## src/rtl/fetch_ifq_pkg.sv

```systemverilog
// Shared sizing defaults and entry types for the fetch instruction queue.
package fetch_ifq_pkg;

  localparam int IFQ_DEPTH   = 4;
  localparam int PC_WIDTH    = 39;
  localparam int FETCH_WIDTH = 128;

  typedef enum logic [1:0] {
    ST_FREE = 2'd0,
    ST_PEND = 2'd1,
    ST_SENT = 2'd2,
    ST_DONE = 2'd3
  } ifq_state_e;

  typedef struct packed {
    ifq_state_e             state;
    logic                   kill;
    logic [PC_WIDTH-1:0]    pc;
    logic [FETCH_WIDTH-1:0] data;
    logic                   excp;
  } ifq_entry_t;

endpackage

```

## src/rtl/fetch_ifq_entry.sv

```systemverilog
// One fetch queue slot: lifecycle state, kill bit and the line payload.
module fetch_ifq_entry
  import fetch_ifq_pkg::*;
#(
  parameter int PC_W   = PC_WIDTH,
  parameter int DATA_W = FETCH_WIDTH
) (
  input  logic              clk,
  input  logic              rstn,
  input  logic              alloc_i,
  input  logic [PC_W-1:0]   pc_i,
  input  logic              issue_i,
  input  logic              resp_i,
  input  logic [DATA_W-1:0] resp_data_i,
  input  logic              resp_excp_i,
  input  logic              flush_i,
  input  logic              free_i,
  output ifq_state_e        state_o,
  output logic              kill_o,
  output logic [PC_W-1:0]   pc_o,
  output logic [DATA_W-1:0] data_o,
  output logic              excp_o
);

  ifq_state_e        state_q, state_d;
  logic              kill_q, kill_d;
  logic [PC_W-1:0]   pc_q, pc_d;
  logic [DATA_W-1:0] data_q, data_d;
  logic              excp_q, excp_d;

  always_comb begin
    // NOTE: every next-state signal takes its hold value first, so no path infers a latch.
    state_d = state_q;
    kill_d  = kill_q;
    pc_d    = pc_q;
    data_d  = data_q;
    excp_d  = excp_q;
    if (free_i) begin
      state_d = ST_FREE;
      kill_d  = 1'b0;
    end else begin
      if (alloc_i) begin
        state_d = ST_PEND;
        kill_d  = 1'b0;
        pc_d    = pc_i;
      end
      if (issue_i) begin
        state_d = ST_SENT;
      end
      // Responses only land on an entry that is actually waiting for one.
      if (resp_i && (state_q == ST_SENT)) begin
        state_d = ST_DONE;
        data_d  = resp_data_i;
        excp_d  = resp_excp_i;
      end
      if (flush_i && (state_q != ST_FREE)) begin
        kill_d = 1'b1;
      end
    end
  end

  // NOTE: the payload is reset as well, because the line data must read zero while in reset.
  always_ff @(posedge clk or negedge rstn) begin
    if (!rstn) begin
      state_q <= ST_FREE;
      kill_q  <= 1'b0;
      pc_q    <= '0;
      data_q  <= '0;
      excp_q  <= 1'b0;
    end else begin
      // NOTE: non-blocking updates so every entry samples the same pre-edge values.
      state_q <= state_d;
      kill_q  <= kill_d;
      pc_q    <= pc_d;
      data_q  <= data_d;
      excp_q  <= excp_d;
    end
  end

  assign state_o = state_q;
  assign kill_o  = kill_q;
  assign pc_o    = pc_q;
  assign data_o  = data_q;
  assign excp_o  = excp_q;

endmodule

```

## src/rtl/fetch_ifq.sv

```systemverilog
// Fetch instruction queue: in-order issue to the I$, out-of-order fill, in-order delivery.
module fetch_ifq #(
  parameter int IFQ_DEPTH   = fetch_ifq_pkg::IFQ_DEPTH,
  parameter int PC_WIDTH    = fetch_ifq_pkg::PC_WIDTH,
  parameter int FETCH_WIDTH = fetch_ifq_pkg::FETCH_WIDTH,
  parameter int TAG_W       = $clog2(IFQ_DEPTH)
) (
  input  logic                   clk,
  input  logic                   rstn,
  input  logic                   flush_i,
  input  logic                   req_vld_i,
  output logic                   req_rdy_o,
  input  logic [PC_WIDTH-1:0]    req_pc_i,
  output logic                   fetch_l1i_if_req_vld_o,
  input  logic                   fetch_l1i_if_req_rdy_i,
  output logic [TAG_W-1:0]       fetch_l1i_if_req_if_tag_o,
  output logic [PC_WIDTH-1:0]    fetch_l1i_if_req_pc_o,
  input  logic                   l1i_fetch_if_resp_vld_i,
  input  logic [TAG_W-1:0]       l1i_fetch_if_resp_if_tag_i,
  input  logic [FETCH_WIDTH-1:0] l1i_fetch_if_resp_data_i,
  input  logic                   l1i_fetch_if_resp_excp_i,
  output logic                   out_vld_o,
  input  logic                   out_rdy_i,
  output logic [PC_WIDTH-1:0]    out_pc_o,
  output logic [FETCH_WIDTH-1:0] out_data_o,
  output logic                   out_excp_o,
  output logic [TAG_W:0]         occupancy_o
);
  import fetch_ifq_pkg::*;

  localparam int OCC_W = TAG_W + 1;

  logic [TAG_W-1:0] head_q, head_d, tail_q, tail_d, issue_q, issue_d;
  logic [OCC_W-1:0] occ_q, occ_d;

  ifq_state_e             ent_state [IFQ_DEPTH];
  logic                   ent_kill  [IFQ_DEPTH];
  logic [PC_WIDTH-1:0]    ent_pc    [IFQ_DEPTH];
  logic [FETCH_WIDTH-1:0] ent_data  [IFQ_DEPTH];
  logic                   ent_excp  [IFQ_DEPTH];

  logic full, enq, issue_hs, out_hs, auto_free, deq;

  // Ready depends only on registered occupancy, never on the output side this cycle.
  assign full      = (occ_q == OCC_W'(IFQ_DEPTH));
  assign req_rdy_o = !full && !flush_i;
  assign enq       = req_vld_i && req_rdy_o;

  assign fetch_l1i_if_req_vld_o    = (ent_state[issue_q] == ST_PEND) && !ent_kill[issue_q] && !flush_i;
  assign issue_hs                  = fetch_l1i_if_req_vld_o && fetch_l1i_if_req_rdy_i;
  assign fetch_l1i_if_req_if_tag_o = issue_q;
  assign fetch_l1i_if_req_pc_o     = ent_pc[issue_q];

  assign out_vld_o  = (ent_state[head_q] == ST_DONE) && !ent_kill[head_q] && !flush_i;
  assign out_hs     = out_vld_o && out_rdy_i;
  assign out_pc_o   = ent_pc[head_q];
  assign out_data_o = ent_data[head_q];
  assign out_excp_o = ent_excp[head_q];

  // A killed head retires on its own unless its I$ response is still outstanding.
  assign auto_free = ent_kill[head_q] && (ent_state[head_q] != ST_FREE) &&
                     (ent_state[head_q] != ST_SENT);
  assign deq       = out_hs || auto_free;

  always_comb begin
    head_d  = head_q + TAG_W'(deq);
    tail_d  = tail_q + TAG_W'(enq);
    issue_d = flush_i ? tail_q : (issue_q + TAG_W'(issue_hs));
    occ_d   = occ_q + OCC_W'(enq) - OCC_W'(deq);
  end

  always_ff @(posedge clk or negedge rstn) begin
    if (!rstn) begin
      head_q  <= '0;
      tail_q  <= '0;
      issue_q <= '0;
      occ_q   <= '0;
    end else begin
      head_q  <= head_d;
      tail_q  <= tail_d;
      issue_q <= issue_d;
      occ_q   <= occ_d;
    end
  end

  assign occupancy_o = occ_q;

  for (genvar i = 0; i < IFQ_DEPTH; i++) begin : g_entry
    fetch_ifq_entry #(
      .PC_W   (PC_WIDTH),
      .DATA_W (FETCH_WIDTH)
    ) u_entry (
      .clk         (clk),
      .rstn        (rstn),
      .alloc_i     (enq && (tail_q == TAG_W'(i))),
      .pc_i        (req_pc_i),
      .issue_i     (issue_hs && (issue_q == TAG_W'(i))),
      .resp_i      (l1i_fetch_if_resp_vld_i && (l1i_fetch_if_resp_if_tag_i == TAG_W'(i))),
      .resp_data_i (l1i_fetch_if_resp_data_i),
      .resp_excp_i (l1i_fetch_if_resp_excp_i),
      .flush_i     (flush_i),
      .free_i      (deq && (head_q == TAG_W'(i))),
      .state_o     (ent_state[i]),
      .kill_o      (ent_kill[i]),
      .pc_o        (ent_pc[i]),
      .data_o      (ent_data[i]),
      .excp_o      (ent_excp[i])
    );
  end

endmodule

```

## config.mk

```make
export PLATFORM = sky130hd
export DESIGN_NAME = fetch_ifq
export DESIGN_NICKNAME = d
export VERILOG_FILES = /design/src/rtl/fetch_ifq_pkg.sv /design/src/rtl/fetch_ifq_entry.sv /design/src/rtl/fetch_ifq.sv
export SDC_FILE = /design/constraint.sdc
export NUM_CORES = 1
export LEC_CHECK = 0
export ABC_AREA = 1
export CAP_MARGIN = 20
export CORE_UTILIZATION = 50
export CTS_CLUSTER_SIZE = 28
export DETAILED_ROUTE_END_ITERATION = 6
export PLACE_DENSITY = 0.73
export SYNTH_ARGS = -nofsm -noshare
export SYNTH_HDL_FRONTEND = slang
export SYNTH_HIERARCHICAL = 1
export SYNTH_SLANG_ARGS = --single-unit
```

## constraint.sdc

```tcl
create_clock -name clk -period 4.3 [get_ports clk]
set_input_delay 0.43 -clock clk [delete_from_list [all_inputs] [get_ports clk]]
set_output_delay 0.43 -clock clk [all_outputs]
set_load 0.02 [all_outputs]
```

==> results_dict.tcl, run 1 <==
set metrics [dict create \
    status "finished, final reports clean" \
    synth_edf_count 0 \
    cts.path.max_buffers 3 \
    grt.total_usage 0.3285 \
    rr_startpoint "head_q[0]" \
    reg2reg_depth 10 \
    drive_gt1_frac 0.04972 \
    port_buffers 391 \
    skew_ns 0.01851 \
    critPathRequiredTime_ns 3.87 \
    stdcell_count 5105 \
    clock_latency_ns 0.62 \
    routed-via-count 29930 \
    ys_warn_count 6 \
    start_util 0.5086 \
    synth_area_um2 32260 \
    wirelength_um 108300 \
    rows 92 \
    cellLeakagePower_nw 19.88 \
    core_um2 63430 \
    busiest_layer "met2" \
    slew-limit-headroom 0.3908 \
    max_clock_freq_mhz 245.8 \
    slew_violations 0 \
    peakVddDrop_v 0.0005257 \
    cts_root_buf "clkbuf_16" \
    critical_path.endpoint "out_data_o[68]" \
    setup_viol 0 \
    min_period_ns 4.068 \
    layout.nets 4374 \
    yosysSeqAreaShare 0.5376 \
    io_pins 392 \
    clkSlewWorstSetupHoldPaths_ns 0.06 \
    critPathKind "reg2out" \
    first_pass_iters 6 \
    synth_async_sr_flop_share 1.000 \
    start_kind "flop" \
    r2r-end "g_entry[1].u_entry/data_o[28]" \
    regArea_um2 17350 \
    use_met1 0.4484 \
    syn_inst 3963 \
    die_x_um 256.0 \
    grt_first_pass_wirelength_um 170700 \
    startpoint "head_q[0]" \
    synth.most_common_cell "nand2_1" \
    grtUsageMet2 0.5154 \
    worstHoldStart "req_pc_i[35]" \
    power_density_nw_per_um2 814.7 \
    htreeDepth 3 \
    grt_max_degree 130 \
    gp_congestion 0.8304 \
    dp.cells 4960 \
    numCtsBuffers 74 \
    fin_crit_sh 0.9460 \
    die_h_um 256.0 \
    syn_to_final_growth_pct 21.91 \
    synth_area_per_cell_um2 8.140 \
    ys_types 25 \
    synth_flop_cell "dfrtp_1" \
    r2r_slack_ns 0.72 \
    post-cts-setup-buffers 0 \
    multiInputGateArea_um2 13090 \
    dieArea_um2 65540 \
    ys_seq_elements 693 \
    timing.final.hold_violations 0 \
    drt_iter0_drc 3147 \
    finalSetupTns_ns 0 \
    overflow 0 \
    path_max_fanout 48 \
    drc 0 \
    holdBufCountCts 1 \
    post_cts_resize_count 0 \
    synth_top_area_cell "dfrtp_1" \
    syn_nets 4146 \
    dp_hpwl_um 58080 \
    hold_path_class "in2reg" \
    antenna_found_initial 24 \
    synth_area_leaders "dfrtp_1, nand2_1, nand3_1" \
    yosys.area.top_type_share 0.5376 \
    ys_top_cells_by_count "nand2_1, nand3_1, dfrtp_1" \
    rsz0062_at_grt "false" \
    arrival_ns 3.64 \
    worst_setup_path_end_kind "output port" \
    grt_pass1_vias 29700 \
    gr-usage-met3 0.06675 \
    cts_sinks 693 \
    drtAntennaViolNets 0 \
    worstMarginPinSlew_ns 0.9138 \
    cts_tree "built" \
    fillers 5490 \
    wl_per_cell_um 21.21 \
    viasPerCell 5.862 \
    cap_violations 0 \
]
[area by class of cell]
cell class                 count  share of cell area
antenna                       15           0.0009545
tap                          846             0.02692
inverter                     125             0.01193
multi-input combinational   2839              0.3329
clock buffer                 105             0.05577
timing repair buffer         458              0.1205
sequential                   693              0.4412
clock inverter                24            0.009958
[power breakdown]
group          internal [W]  switching, W
clock network       0.00415       0.00270
logic               0.00523       0.00883
registers           0.00931       0.00182
[cell usage in the layout (no fill, tap or decap), types with 2 or more instances in the layout]
cell and n:
nor2_1 28, diode_2 15, a21oi_1 6, inv_1 120
ha_1 5, buf_4 41, nand2_4 4, xor2_1 3
clkbuf_16 78, clkinvlp_4 4, clkbuf_8 14, o221ai_1 78
bufinv_16 10, xnor2_1 2, dfrtp_1 691, nand3_1 792
nand2_1 1678, dfrtp_4 2, clkdlybuf4s50_1 390, o21ai_0 7
nor3_1 8, nor2_4 17, inv_2 5, a22oi_1 207
clkinv_2 9, buf_12 25, clkbuf_1 13
[routing by layer]
metal | wire length [um] | vias up | part of all wire
li1 | - | 13550 | -
met1 | 44500 | 14580 | 0.41
met2 | 49770 | 1532 | 0.46
met3 | 10380 | 247 | 0.096
met4 | 3516 | 18 | 0.032
met5 | 109 | - | 0.0010
[sequential cells by signal, indices dropped and copies added (netlist names)]
| register | count |
|---|---|
| g_entry.u_entry/excp_o | 4 |
| g_entry.u_entry/data_o | 512 |
| occupancy_o | 3 |
| fetch_l1i_if_req_if_tag_o | 2 |
| g_entry.u_entry/pc_o | 156 |
| tail_q | 2 |
| g_entry.u_entry/kill_o | 4 |
| g_entry.u_entry/state_o | 8 |
| head_q | 2 |
[critical path, stage by stage (launching register included)]
cell	delay, ns
dfrtp_4	0.87
inv_2	0.16
nor2_4	0.63
buf_4	0.39
a22oi_1	0.10
nand3_1	0.13
clkdlybuf4s50_1	0.71
[stage by stage]
stage	hold WS, ns	total power (W)	area (um2)	worst slack, ns	util
final	0.4534	0.03204	39330	0.2322	0.6200
after global placement	0.4530	0.02472	36690	0.8855	0.5785
after floorplan	0.1344	0.01877	32260	1.890	-
after detailed placement	0.4583	0.02502	36690	0.8101	0.5785
after global routing	0.4569	0.03369	39320	0.1249	0.6199
after CTS	0.4285	0.03196	39290	0.2705	0.6194
[cell families (layout without fill, tap and decap cells)]
family          Yosys count  in the layout  synth area share
simple gates           2529           2529            0.3271
flops                   693            693            0.5376
buf+inv                 431            712           0.05992
compound gates          299            299           0.07152
fa+ha+maj                 6              6          0.002560
xor+xnor                  5              5          0.001358
other cells               0             15                 0
[worst min path at each step]
| stage | endpoint | slack, ns | depth (start not counted) |
|---|---|---|---|
| after CTS | g_entry[0].u_entry/pc_o[35] | 0.43 | 3 |
| final | g_entry[0].u_entry/pc_o[35] | 0.45 | 3 |
| after global routing | g_entry[2].u_entry/pc_o[35] | 0.46 | 3 |
| after floorplan | fetch_l1i_if_req_if_tag_o[0] | 0.13 | 0 |
| after global placement | g_entry[2].u_entry/data_o[111] | 0.45 | 2 |
| after detailed placement | g_entry[2].u_entry/data_o[46] | 0.46 | 2 |
No activity file was read; power rests on OpenSTA's default activity.
==> run 2, diff against run 1 <==
==> constraint.sdc (replaced) <==
create_clock -name clk -period 3.9 [get_ports clk]
set_input_delay 0.39 -clock clk [delete_from_list [all_inputs] [get_ports clk]]
set_output_delay 0.39 -clock clk [all_outputs]
set_load 0.02 [all_outputs]
==> results_dict.tcl, run 2 (synthesized netlist as in run 1, its figures left out) <==
set metrics [dict create \
    path_max_fanout 53 \
    fin_crit_sh 0.9300 \
    grt_first_pass_wirelength_um 170400 \
    overflow 0 \
    skew_ns 0.01264 \
    wirelength_um 108400 \
    layout.nets 4373 \
    multiInputGateArea_um2 13090 \
    worstMarginPinSlew_ns 1.041 \
    drive_gt1_frac 0.04948 \
    die_x_um 256.0 \
    setup_viol 0 \
    finalPower_w 0.03483 \
    fillers 5486 \
    wl_per_cell_um 21.24 \
    dp_worst_setup_slack_ns 0.8768 \
    slew-limit-headroom 0.3058 \
    cts.path.max_buffers 3 \
    drc 0 \
    cellLeakagePower_nw 19.82 \
    cap_violations 0 \
    dp_hpwl_um 57920 \
    core_um2 63430 \
    finalSetupTns_ns 0 \
    rr_startpoint "head_q[0]" \
    clock_latency_ns 0.61 \
    holdWs_ns 0.4106 \
    hold_depth 3 \
    syn_to_final_growth_pct 21.49 \
    largest_reg_flops 512 \
    max_clock_freq_mhz 275.7 \
    start_util 0.5086 \
    slew_violations 0 \
    rsz0062_at_grt "false" \
    port_buffers 391 \
    hold_path_class "in2reg" \
    r2r-end "g_entry[0].u_entry/data_o[92]" \
    timing.final.hold_violations 0 \
    cts_root_buf "clkbuf_16" \
    critPathKind "reg2out" \
    layout.cells.most_common "nand2_1" \
    dieArea_um2 65540 \
    grt_pass1_vias 29590 \
    critical_path.endpoint "out_data_o[41]" \
    cts_tree "built" \
    numCtsBuffers 74 \
    routed-via-count 29850 \
    r2r_slack_ns 0.83 \
    first_pass_iters 7 \
    arrival_ns 3.24 \
    regArea_um2 17350 \
    io_pins 392 \
    worst_setup_path_end_kind "output port" \
    clkSlewWorstSetupHoldPaths_ns 0.06 \
    viasPerCell 5.847 \
    worstHoldStart "req_pc_i[29]" \
    mostFrequentLayoutCells "nand2_1, nand3_1, dfrtp_1" \
    grt.total_usage 0.3297 \
    htreeDepth 3 \
    reg2reg_depth 9 \
    rows 92 \
    grt_max_degree 131 \
    critPathRequiredTime_ns 3.51 \
    cts_sinks 693 \
    startpoint "head_q[1]" \
    peakVddDrop_v 0.0007793 \
    min_period_ns 3.627 \
    drt_iter0_drc 3442 \
    start_kind "flop" \
    power_density_nw_per_um2 888.6 \
    gp_congestion 0.8517 \
    drtAntennaViolNets 0 \
    antenna_found_initial 28 \
    die_h_um 256.0 \
    worst_slack_ns 0.2729 \
    status "finished, final reports clean" \
]
## run 2: cell types whose count changed in the layout (fill, tap and decap cells not counted), sizes merged
cell      delta
buf          -1
bufinv       -7
clkbuf       +3
clkinv       +5
clkinvlp     -2
inv          +2
## run 2: power breakdown
part | internal (W) | total, W | switching [W]
combinational | 0.00576 | 0.0156 | 0.00981
sequential | 0.0103 | 0.0122 | 0.00189
clock | 0.00417 | 0.00709 | 0.00292
total | 0.0202 | 0.0348 | 0.0146
## run 2: area by class of cell
cell class | instances | area share
timing repair buffer | 457 | 0.1213
multi-input combinational | 2839 | 0.3340
clock inverter | 22 | 0.005044
clock buffer | 108 | 0.05705
tap | 846 | 0.02701
antenna | 15 | 0.0009577
inverter | 125 | 0.01197
sequential | 693 | 0.4427
## run 2: worst max-delay path: stages, from the launching register on
cell and delay [ns]:
dfrtp_4 0.52, buf_4 0.42, buf_4 0.68, nand3_1 0.17, nand3_1 0.18, clkdlybuf4s50_1 0.62
## run 2: worst min-delay path by stage
stage                     slack (ns)                           end
after detailed placement        0.46   g_entry[3].u_entry/pc_o[28]
after CTS                       0.39   g_entry[3].u_entry/pc_o[14]
final                           0.41   g_entry[1].u_entry/pc_o[29]
after global placement          0.45    g_entry[3].u_entry/pc_o[2]
after floorplan                 0.09  fetch_l1i_if_req_if_tag_o[0]
after global routing            0.41   g_entry[3].u_entry/pc_o[10]
## run 2: what timing repair did
| item | in CTS | in global routing |
|---|---|---|
| buffers inserted | 0 | 0 |
| gates resized for setup | 0 | 0 |
| hold buffers | 1 | 0 |
| endpoints found under the hold margin | 76 | 0 |
## run 2: stage by stage
| stage | cell area (um2) | cells | utilization |
|---|---|---|---|
| after CTS | 39160 | 5090 | 0.6173 |
| final | 39190 | 5105 | 0.6179 |
| after floorplan | 32260 | 3963 | - |
| after detailed placement | 36710 | 4959 | 0.5788 |
| after global routing | 39190 | 5103 | 0.6178 |
| after global placement | 36710 | 4959 | 0.5788 |
## run 2: layer usage
| metal | part of all wire | GRT usage | vias to the layer above |
|---|---|---|---|
| li1 | - | - | 13560 |
| met1 | 0.40 | 0.4424 | 14430 |
| met2 | 0.46 | 0.5115 | 1561 |
| met3 | 0.098 | 0.08111 | 274 |
| met4 | 0.038 | 0.1379 | 26 |
| met5 | 0.0016 | 0 | - |
